[src/rtl/bin_to_bcd_seq_pkg.sv]
// Shared constants and types for the sequential binary-to-BCD converter.
package bin_to_bcd_seq_pkg;

    localparam int unsigned NUM_DIGITS = 4;
    localparam int unsigned DIG_W      = 4;
    localparam int unsigned SCR_W      = NUM_DIGITS * DIG_W;

    localparam logic [1:0] IDLE  = 2'd0;
    localparam logic [1:0] SHIFT = 2'd1;
    localparam logic [1:0] DONE  = 2'd2;

    localparam logic [3:0]  BLANK_CODE = 4'hF;
    localparam logic [13:0] BCD_MAX    = 14'd9999;

    typedef struct packed {
        logic [3:0] d3;
        logic [3:0] d2;
        logic [3:0] d1;
        logic [3:0] d0;
    } bcd_word_t;

    // Replace leading zeros in d3..d1 with the blank code; d0 always shows.
    function automatic bcd_word_t blank_leading(input bcd_word_t w);
        bcd_word_t r;
        r = w;
        if (w.d3 == 4'd0) begin
            r.d3 = BLANK_CODE;
            if (w.d2 == 4'd0) begin
                r.d2 = BLANK_CODE;
                if (w.d1 == 4'd0) begin
                    r.d1 = BLANK_CODE;
                end
            end
        end
        return r;
    endfunction

endpackage

[src/rtl/bcd_add3.sv]
// Double-dabble digit correction: add 3 when the digit is 5 or more.
module bcd_add3 (
    input  logic [3:0] digit,
    output logic [3:0] adj_c
);

    assign adj_c = (digit >= 4'd5) ? (digit + 4'd3) : digit;

endmodule

[src/rtl/bin_to_bcd_seq.sv]
// Bit-serial binary-to-BCD converter (double dabble), one bit per clock.
// Optional LEADING_ZERO_BLANK_EN replaces leading zero digits with the blank code.
module bin_to_bcd_seq
    import bin_to_bcd_seq_pkg::*;
#(
    parameter int unsigned BIN_W = 14
) (
    input  logic             clk,
    input  logic             rst_n,
    input  logic             start,
    input  logic [BIN_W-1:0] bin,
    output logic             busy,
    output logic             done,
    output logic             ovf,
    output logic [3:0]       d0,
    output logic [3:0]       d1,
    output logic [3:0]       d2,
    output logic [3:0]       d3
);

    localparam int unsigned CNT_W = $clog2(BIN_W + 1);

    logic [1:0]       state_q, state_d;
    logic [BIN_W-1:0] bin_q, bin_d;
    logic [SCR_W-1:0] scr_q, scr_d, adj_c;
    logic [CNT_W-1:0] cnt_q, cnt_d;
    logic             sat_q, sat_d;
    logic             ovf_d;
    bcd_word_t        dig_q, dig_d;

    for (genvar i = 0; i < NUM_DIGITS; i++) begin : g_add3
        bcd_add3 u_add3 (
            .digit (scr_q[DIG_W*i +: DIG_W]),
            .adj_c (adj_c[DIG_W*i +: DIG_W])
        );
    end

    // State register.
    always_ff @(posedge clk or negedge rst_n) begin
        if (!rst_n) begin
            state_q <= IDLE;
        end else begin
            state_q <= state_d;
        end
    end

    // Next state, iteration datapath and result load.
    always_comb begin
        state_d = state_q;
        bin_d   = bin_q;
        scr_d   = scr_q;
        cnt_d   = cnt_q;
        sat_d   = sat_q;
        ovf_d   = ovf;
        dig_d   = dig_q;
        case (state_q)
            IDLE: begin
                if (start) begin
                    bin_d   = bin;
                    scr_d   = '0;
                    cnt_d   = CNT_W'(BIN_W);
                    sat_d   = (bin > BIN_W'(BCD_MAX));
                    state_d = SHIFT;
                end
            end
            SHIFT: begin
                scr_d = {adj_c[SCR_W-2:0], bin_q[BIN_W-1]};
                bin_d = {bin_q[BIN_W-2:0], 1'b0};
                cnt_d = cnt_q - CNT_W'(1);
                if (cnt_q == CNT_W'(1)) begin
                    state_d = DONE;
                    ovf_d   = sat_q;
                    dig_d   = sat_q ? bcd_word_t'({4{4'd9}}) : bcd_word_t'(scr_d);
`ifdef LEADING_ZERO_BLANK_EN
                    dig_d   = blank_leading(dig_d);
`endif
                end
            end
            DONE: begin
                state_d = IDLE;
            end
            default: begin
                state_d = IDLE;
            end
        endcase
    end

    // Datapath and registered outputs; digits hold between completions.
    always_ff @(posedge clk or negedge rst_n) begin
        if (!rst_n) begin
            bin_q <= '0;
            scr_q <= '0;
            cnt_q <= '0;
            sat_q <= 1'b0;
            ovf   <= 1'b0;
            dig_q <= '0;
            busy  <= 1'b0;
            done  <= 1'b0;
        end else begin
            bin_q <= bin_d;
            scr_q <= scr_d;
            cnt_q <= cnt_d;
            sat_q <= sat_d;
            ovf   <= ovf_d;
            dig_q <= dig_d;
            busy  <= (state_d == SHIFT);
            done  <= (state_d == DONE);
        end
    end

    assign d0 = dig_q.d0;
    assign d1 = dig_q.d1;
    assign d2 = dig_q.d2;
    assign d3 = dig_q.d3;

endmodule

[config.mk]
export PLATFORM = sky130hd
export DESIGN_NAME = bin_to_bcd_seq
export DESIGN_NICKNAME = d
export VERILOG_FILES = /design/src/rtl/bin_to_bcd_seq_pkg.sv /design/src/rtl/bcd_add3.sv /design/src/rtl/bin_to_bcd_seq.sv
export SDC_FILE = /design/constraint.sdc
export NUM_CORES = 1
export LEC_CHECK = 0
export BUFFER_PORTS_ARGS = -buffer_cell sky130_fd_sc_hd__buf_2
export CORE_UTILIZATION = 25
export DETAILED_ROUTE_END_ITERATION = 10
export GPL_TIMING_DRIVEN = 0
export PLACE_DENSITY = 0.51
export SYNTH_ARGS = -nofsm -noshare
export SYNTH_HDL_FRONTEND = slang
export SYNTH_SLANG_ARGS = --single-unit
[constraint.sdc]
create_clock -name clk -period 2.6 [get_ports clk]
set_input_delay 0.52 -clock clk [delete_from_list [all_inputs] [get_ports clk]]
set_output_delay 0.52 -clock clk [all_outputs]
set_load 0.02 [all_outputs]
==> flow_metrics.env, run 1 <==
export IMPL_yosysTopAreaCell="dfrtp_1"
export IMPL_grtUsageMet3=0.0266
export IMPL_setup_viol=0
export IMPL_p_sw_frac=0.429
export IMPL_clk_pin_slew_ps=110
export IMPL_worstHoldPathType="primary input to asynchronous set/reset pin"
export IMPL_wirelength_mm=6.37
export IMPL_rsz0062_at_grt="false"
export IMPL_via_per_inst=4.69
export IMPL_final_cells=438
export IMPL_clkPwrFrac=0.126
export IMPL_antenna_found_initial=0
export IMPL_synth_edf_count=0
export IMPL_final_cell_area_sq_um=3120
export IMPL_intPower_mw=2.25
export IMPL_fin_util=0.301
export IMPL_use_met2=0.199
export IMPL_maxSlewViolCount=0
export IMPL_cts_root_buf="clkbuf_8"
export IMPL_timing_final_crit_period_ps=1680
export IMPL_total_power_mw=3.93
export IMPL_core_area_sq_um=10400
export IMPL_drv_cap=0
export IMPL_ys_ff_latch=56
export IMPL_dpl_hpwl_mm=4.34
export IMPL_grt_overflow=0
export IMPL_hold_viol_final=0
export IMPL_drtIter0Drc=80
export IMPL_power_frac_comb=0.475
export IMPL_numCtsBuffers=5
export IMPL_layout_common_cells="dfrtp_1 (56), buf_2 (38), a21oi_1 (27), o21ai_0 (27), a22o_1 (18)"
export IMPL_outcome="finished clean"
export IMPL_layout_nets=328
export IMPL_ys_seq_area_frac=0.522
export IMPL_max_vdd_ir_drop_mv=0.375
export IMPL_place_congestion=0.749
export IMPL_ys_warnings_count=0
export IMPL_ys_flop_type="dfrtp_1"
export IMPL_async_reset_ff_frac=1.00
export IMPL_dpl_cell_area_sq_um=3030
export IMPL_vias=2055
export IMPL_clk_latency_ps=320
export IMPL_die_area_sq_um=11200
export IMPL_die_w_um=106
export IMPL_powerDensity_nw_per_um2=1260
export IMPL_row_count=37
export IMPL_critical_path_endpoint_type="flip-flop"
export IMPL_grt_first_pass_wirelength_mm=11.0
export IMPL_grt_max_degree=57
export IMPL_crit_path_start_kind="flip-flop"
export IMPL_min_period_over_period=0.647
export IMPL_cts_setup_buffers=0
export IMPL_io_pins=36
export IMPL_cts_resized=0
export IMPL_area_growth_pct=16.3
export IMPL_avgSynthCellArea_sq_um=10.4
export IMPL_die_y_um=106
export IMPL_drive_above_1_share=0.192
export IMPL_htreeDepth=2
export IMPL_grtUsageTotal=0.125
export IMPL_initial_utilization=0.259
export IMPL_cts_tree="built"
export IMPL_pwr_share_seq=0.399
export IMPL_tns_ps=0
export IMPL_firstDrtPassIters=4
export IMPL_synth_cell_types=31
export IMPL_cp_max_fo=5
export IMPL_drc=0
export IMPL_port_buffers=35
export IMPL_cts_buffer_depth=2
export IMPL_layout_commonest_cell="dfrtp_1"
export IMPL_synth_area_sq_um=2680
export IMPL_max_freq_ghz=0.594
export IMPL_grt_busiest_layer="met2"
export IMPL_ant_nets=0
export IMPL_finClkSkew_ps=15.1
export IMPL_rrSetupSlack_ps=920
export IMPL_tightest_slew_ps=728
export IMPL_critPathKind="flip-flop to flip-flop"
export IMPL_global_route_usage_met1=0.171
export IMPL_netSwitchingPower_mw=1.69
export IMPL_dp_cells=430
export IMPL_cp_required_ps=2850
export IMPL_synthCells=259
export IMPL_max_slew_margin=0.515
export IMPL_netlist_top_cells_area="dfrtp_1 (52%), a22o_1 (5.9%), a21oi_1 (5.0%)"
export IMPL_p_leak_nw=1.46
export IMPL_routedWlPerCell_um=14.5
export IMPL_arrival_ps=1930
export IMPL_synth_top_cell_area_share=0.522
export IMPL_postCtsHoldBufs=0
export IMPL_grt_pass1_vias=2104
export IMPL_cts_sinks=56
export IMPL_synthesis_nets=286
export IMPL_antenna_cells=0
cell type report:
class	count	area, sq um
buffer	13	76.3
clock buffer	6	72.6
multi-input combinational	175	1150
fill	1125	7250
clock inverter	2	16.3
sequential	56	1400
tap	136	170
timing repair buffer	35	178
inverter	15	56.3
stage by stage:
step | setup WS (ps) | hold WS (ps)
global placement | 881 | 449
finish | 918 | 240
global route | 764 | 290
floorplan | 1190 | 224
detailed placement | 863 | 463
CTS | 949 | 424
metal layers:
metal / share of wire / vias up / routed length (um)
met5: 0 / - / 0
met4: 0.013 / 0 / 85
met1: 0.49 / 993 / 3140
met2: 0.46 / 44 / 2910
li1: - / 1010 / -
met3: 0.036 / 8 / 229
Yosys cell counts, types with 5 or more instances:
cell and number:
a21oi_1 27, nand3_1 5, nand2_1 14, a22oi_1 11, mux2i_1 7, nor3_1 5, a31oi_1 5, nand2b_1 5
a22o_1 18, nor2_1 9, dfrtp_1 56, inv_1 14, ha_1 10, nor2b_1 11, o21ai_0 27, nor3b_1 7
cell families after synthesis:
family                     count (synthesis)  share of synthesized area
AOI/OAI and AO/OA                         91                      0.213
xor gates and xnor gates                   4                     0.0131
adders and majority gates                 10                     0.0466
buffers and inverters                     28                     0.0494
DFF                                       56                      0.522
muxes                                      7                     0.0261
and+or+nand+nor                           63                      0.130
worst paths after layout:
kind / from / end / depth (start not counted)
hold reg to reg: d0[0] / d0[0] / 2
max in group asynchronous: rst_n / bin_q[0] / 1
hold / removal: rst_n / d2[2] / 1
min in group clk: bin[0] / bin_q[0] / 2
setup / recovery: scr_q[0] / scr_q[2] / 6
setup reg to reg: scr_q[0] / scr_q[2] / 6
worst max-delay path, cell delays in order (launching register included):
cell,delay (ps)
dfrtp_1,450
inv_1,80
ha_1,240
nand2b_1,100
a21oi_1,270
mux2i_1,320
a22o_1,170
power groups by stage:
stage          logic [mW]  registers (mW)  clock network [mW]
3_3_place_gp         1.83            1.57                   0
6_report             1.87            1.57               0.495
4_1_cts              1.89            1.57               0.516
2_1_floorplan        1.20            1.70                   0
5_1_grt              2.10            1.64               0.559
3_5_place_dp         1.89            1.58                   0
sequential cells by signal, indices dropped and copies added (netlist names):
| signal | flops |
|---|---|
| scr_q | 16 |
| bin_q | 14 |
| cnt_q | 4 |
| d0 | 4 |
| d1 | 4 |
| d2 | 4 |
| d3 | 4 |
| state_q | 2 |
| busy | 1 |
| done | 1 |
| ovf | 1 |
| sat_q | 1 |
No activity file was read; power rests on OpenSTA's default activity.
==> inputs of run 2 (changes only) <==
Clock period 2.6 ns to 1.7 ns, I/O delays scaled along.
==> flow_metrics.env, run 2 (synthesized netlist as in run 1, its figures left out) <==
export IMPL_cts_sinks=56
export IMPL_max_vdd_ir_drop_mv=0.568
export IMPL_place_congestion=0.749
export IMPL_via_per_inst=4.70
export IMPL_grt_first_pass_wirelength_mm=11.0
export IMPL_grt_max_degree=57
export IMPL_drv_cap=0
export IMPL_layout_common_cells="dfrtp_1 (56), buf_2 (38), o21ai_0 (27)"
export IMPL_timing_final_crit_period_ps=1580
export IMPL_crit_path_start_kind="flip-flop"
export IMPL_die_area_sq_um=11200
export IMPL_largest_register_ffs=16
export IMPL_cp_max_fo=5
export IMPL_cp_slowest_cell="dfrtp_1"
export IMPL_wirelength_mm=6.40
export IMPL_ant_nets=0
export IMPL_dp_cells=430
export IMPL_fill_cells=1116
export IMPL_dpl_cell_area_sq_um=3030
export IMPL_htreeDepth=2
export IMPL_tightest_slew_ps=732
export IMPL_critical_path_endpoint_type="flip-flop"
export IMPL_initial_utilization=0.259
export IMPL_setup_viol=0
export IMPL_critPathMaxStageDelay_ps=440
export IMPL_port_buffers=35
export IMPL_fin_util=0.304
export IMPL_routedWlPerCell_um=14.6
export IMPL_clk_latency_ps=320
export IMPL_maxSlewViolCount=0
export IMPL_reg_top3="scr_q: 16 flops, bin_q: 14 flops"
export IMPL_arrival_ps=1830
export IMPL_crit_chain="inv_1 > ha_1 > nand2b_1 > a21oi_2 > mux2i_1 > a22o_1"
export IMPL_whs_ps=64.9
export IMPL_numCtsBuffers=5
export IMPL_max_freq_ghz=0.632
export IMPL_layout_nets=329
export IMPL_grtUsageTotal=0.125
export IMPL_firstDrtPassIters=4
export IMPL_area_growth_pct=17.6
export IMPL_outcome="finished clean"
export IMPL_min_period_over_period=0.930
export IMPL_drtIter0Drc=66
export IMPL_finClkSkew_ps=16.9
export IMPL_grt_pass1_vias=2104
export IMPL_die_y_um=106
export IMPL_clk_pin_slew_ps=110
export IMPL_worstHoldPathType="primary input to asynchronous set/reset pin"
export IMPL_cts_tree="built"
export IMPL_core_area_sq_um=10400
export IMPL_io_pins=36
export IMPL_final_cell_area_sq_um=3160
export IMPL_layout_commonest_cell="dfrtp_1"
export IMPL_top_register="scr_q"
export IMPL_cts_buffer_depth=2
export IMPL_vias=2065
export IMPL_die_w_um=106
export IMPL_antenna_found_initial=0
export IMPL_dpl_hpwl_mm=4.34
export IMPL_tns_ps=0
export IMPL_max_slew_margin=0.512
export IMPL_antenna_cells=0
export IMPL_p_leak_nw=1.47
export IMPL_grt_overflow=0
export IMPL_drc=0
export IMPL_row_count=37
export IMPL_cts_root_buf="clkbuf_8"
export IMPL_critPathKind="flip-flop to flip-flop"
export IMPL_hold_viol_final=0
export IMPL_rsz0062_at_grt="false"
export IMPL_powerDensity_nw_per_um2=1930
export IMPL_cp_required_ps=1950
export IMPL_drive_above_1_share=0.215
export IMPL_final_cells=439
[run 2: cell types whose count changed in the layout (fill, tap and decap cells not counted), sizes merged]
cell,previous run,this run
buf,44,45
[run 2: what timing repair did]
action | 4_1_cts | 5_1_grt
hold buffers | 0 | 0
endpoints found under the setup margin | 0 | 14
buffers inserted | 0 | 1
gates resized for setup | 0 | 8
[run 2: stage by stage]
step	setup WS (ps)	power [mW]
after floorplan	286	4.45
after detailed placement	67.0	5.31
after global placement	139	5.21
final	119	6.09
after CTS	49.0	6.08
after global routing	5.05	6.65
[run 2: cell type report]
| type | instances | area (sq um) | area share |
|---|---|---|---|
| timing repair buffer | 36 | 185 | 0.0587 |
| buffer | 13 | 80.1 | 0.0254 |
| multi-input combinational | 175 | 1170 | 0.372 |
| sequential | 56 | 1400 | 0.444 |
| inverter | 15 | 56.3 | 0.0178 |
| clock buffer | 6 | 72.6 | 0.0230 |
| tap | 136 | 170 | 0.0539 |
| clock inverter | 2 | 16.3 | 0.00515 |
[run 2: metal layers]
layer	part of all wire	vias to the layer above	track usage
met1	0.50	1001	0.171
met2	0.45	47	0.199
li1	-	1011	-
met4	0.011	0	0.0367
met3	0.036	6	0.0266
met5	0	-	0
[run 2: worst paths after layout]
check,startpoint,endpoint,slack (ps),cells after the start
max,scr_q[12],scr_q[14],120,6
min,rst_n,d2[2],60,1
max reg2reg,scr_q[12],scr_q[14],120,6
min reg2reg,d0[0],d0[0],480,2
max in group asynchronous,rst_n,bin_q[0],1130,1
min in group clk,bin[0],bin_q[0],250,2
[run 2: power breakdown]
group          internal [mW]  switching (mW)  total, mW
logic                   1.25            1.67       2.92
clock network          0.295           0.463      0.758
registers               1.93           0.484       2.41
total                   3.48            2.62       6.09
[run 2: critical path, delay by kind of cell (launching register included)]
kind | cells | cell delay [ps]
DFF | 1 | 440
AOI/OAI and AO/OA | 2 | 380
buffers and inverters | 1 | 80
and+or+nand+nor | 1 | 100
muxes | 1 | 290
adders and majority gates | 1 | 230
==> inputs of run 3 (changes only) <==
Settings changed: CORE_ASPECT_RATIO from default to 0.6, MAX_ROUTING_LAYER from default to met4.
==> flow_metrics.env, run 3 (synthesized netlist as in run 1, its figures left out) <==
export IMPL_crit_path_start_kind="flip-flop"
export IMPL_tightest_slew_ps=714
export IMPL_reg_top3="scr_q: 16 flops, bin_q: 14 flops"
export IMPL_drive_above_1_share=0.212
export IMPL_cts_setup_buffers=0
export IMPL_numCtsBuffers=5
export IMPL_arrival_ps=1870
export IMPL_cp_max_fo=5
export IMPL_final_cell_area_sq_um=3220
export IMPL_cp_required_ps=1940
export IMPL_cts_sinks=56
export IMPL_clk_latency_ps=290
export IMPL_wirelength_mm=6.34
export IMPL_place_congestion=0.803
export IMPL_setup_viol=0
export IMPL_area_growth_pct=19.9
export IMPL_clk_pin_slew_ps=70
export IMPL_cts_buffer_depth=2
export IMPL_min_period_over_period=0.963
export IMPL_pre_cts_slack_ps=82.1
export IMPL_row_count=28
export IMPL_crit_chain="inv_1 > ha_1 > nand2b_1 > a21oi_2 > mux2i_2 > a22o_1"
export IMPL_critical_path_endpoint_type="flip-flop"
export IMPL_grt_max_degree=57
export IMPL_drtIter0Drc=104
export IMPL_initial_utilization=0.265
export IMPL_firstDrtPassIters=4
export IMPL_maxSlewViolCount=0
export IMPL_cp_slowest_cell="dfrtp_1"
export IMPL_antenna_found_initial=1
export IMPL_multiInputGateArea_sq_um=1170
export IMPL_die_area_sq_um=11200
export IMPL_drv_cap=0
export IMPL_total_power_mw=6.55
export IMPL_layout_common_cells="dfrtp_1 (56), buf_2 (38), o21ai_0 (27)"
export IMPL_io_pins=36
export IMPL_routedWlPerCell_um=14.5
export IMPL_drc=0
export IMPL_layout_commonest_cell="dfrtp_1"
export IMPL_fin_ws_ps=62.6
export IMPL_via_per_inst=4.71
export IMPL_top_register="scr_q"
export IMPL_finClkSkew_ps=4.74
export IMPL_path_buf_inv=1
export IMPL_max_slew_margin=0.524
export IMPL_dpl_hpwl_mm=4.43
export IMPL_die_w_um=136
export IMPL_port_buffers=35
export IMPL_die_y_um=82.3
export IMPL_ant_nets=0
export IMPL_cts_root_buf="clkbuf_16"
export IMPL_timing_final_crit_period_ps=1640
export IMPL_critPathMaxStageDelay_ps=390
export IMPL_cp_top_family="compound AO/OA/AOI/OAI gates"
export IMPL_dp_cells=429
export IMPL_max_freq_ghz=0.611
export IMPL_htreeDepth=2
export IMPL_grt_pass1_vias=1952
export IMPL_core_area_sq_um=10100
export IMPL_outcome="finished clean"
export IMPL_max_vdd_ir_drop_mv=0.489
export IMPL_dpl_cell_area_sq_um=3030
export IMPL_hold_viol_final=0
export IMPL_largest_register_ffs=16
export IMPL_powerDensity_nw_per_um2=2040
export IMPL_layout_nets=328
export IMPL_worstHoldPathType="primary input to asynchronous set/reset pin"
export IMPL_grt_overflow=0
export IMPL_grtUsageTotal=0.123
export IMPL_grt_first_pass_wirelength_mm=10.2
export IMPL_cts_tree="built"
export IMPL_rrSetupSlack_ps=60
export IMPL_final_cells=438
export IMPL_vias=2065
export IMPL_p_leak_nw=1.49
export IMPL_register_area_sq_um=1400
export IMPL_critPathKind="flip-flop to flip-flop"
export IMPL_fill_cells=1039
-- run 3: report_power, final --
group	switching (mW)	total, mW	internal (mW)
clock	0.485	1.18	0.693
sequential	0.484	2.42	1.93
combinational	1.70	2.95	1.25
total	2.67	6.55	3.88
-- run 3: cell type report --
type                    count  area share
clock buffers               5      0.0389
repair buffers             35      0.0552
well taps                 135      0.0525
diodes                      1    0.000778
multi-input cells         175       0.363
inverters                  15      0.0175
flip-flops and latches     56       0.435
clock inverters             3      0.0132
plain buffers              13      0.0237
-- run 3: timing repair --
action | CTS | global route
hold buffers | 0 | 0
resized for setup | 0 | 5
endpoints found under the setup margin | 0 | 6
-- run 3: worst paths after layout --
path                             to     start  cells after the start
max reg2reg                scr_q[2]  scr_q[1]                      6
max                        scr_q[2]  scr_q[1]                      6
min reg2reg                   d0[0]     d0[0]                      2
max in group asynchronous  scr_q[3]     rst_n                      1
min                           d1[1]     rst_n                      1
min in group clk           bin_q[0]    bin[0]                      2
-- run 3: routing by layer --
| layer | up-vias | part of all wire | global-route usage |
|---|---|---|---|
| met1 | 1016 | 0.52 | 0.171 |
| li1 | 1015 | - | - |
| met4 | 0 | 0.0082 | 0.0337 |
| met3 | 6 | 0.034 | 0.0287 |
| met5 | - | 0 | - |
| met2 | 28 | 0.44 | 0.178 |
-- run 3: through the flow --
| stage | TNS [ps] | util | hold slack, ps |
|---|---|---|---|
| final | 0 | 0.318 | 101 |
| after global routing | -69.1 | 0.318 | 163 |
| after CTS | 0 | 0.316 | 256 |
| after detailed placement | 0 | 0.299 | 458 |
| after global placement | 0 | 0.299 | 467 |
| after floorplan | 0 | - | 44.4 |
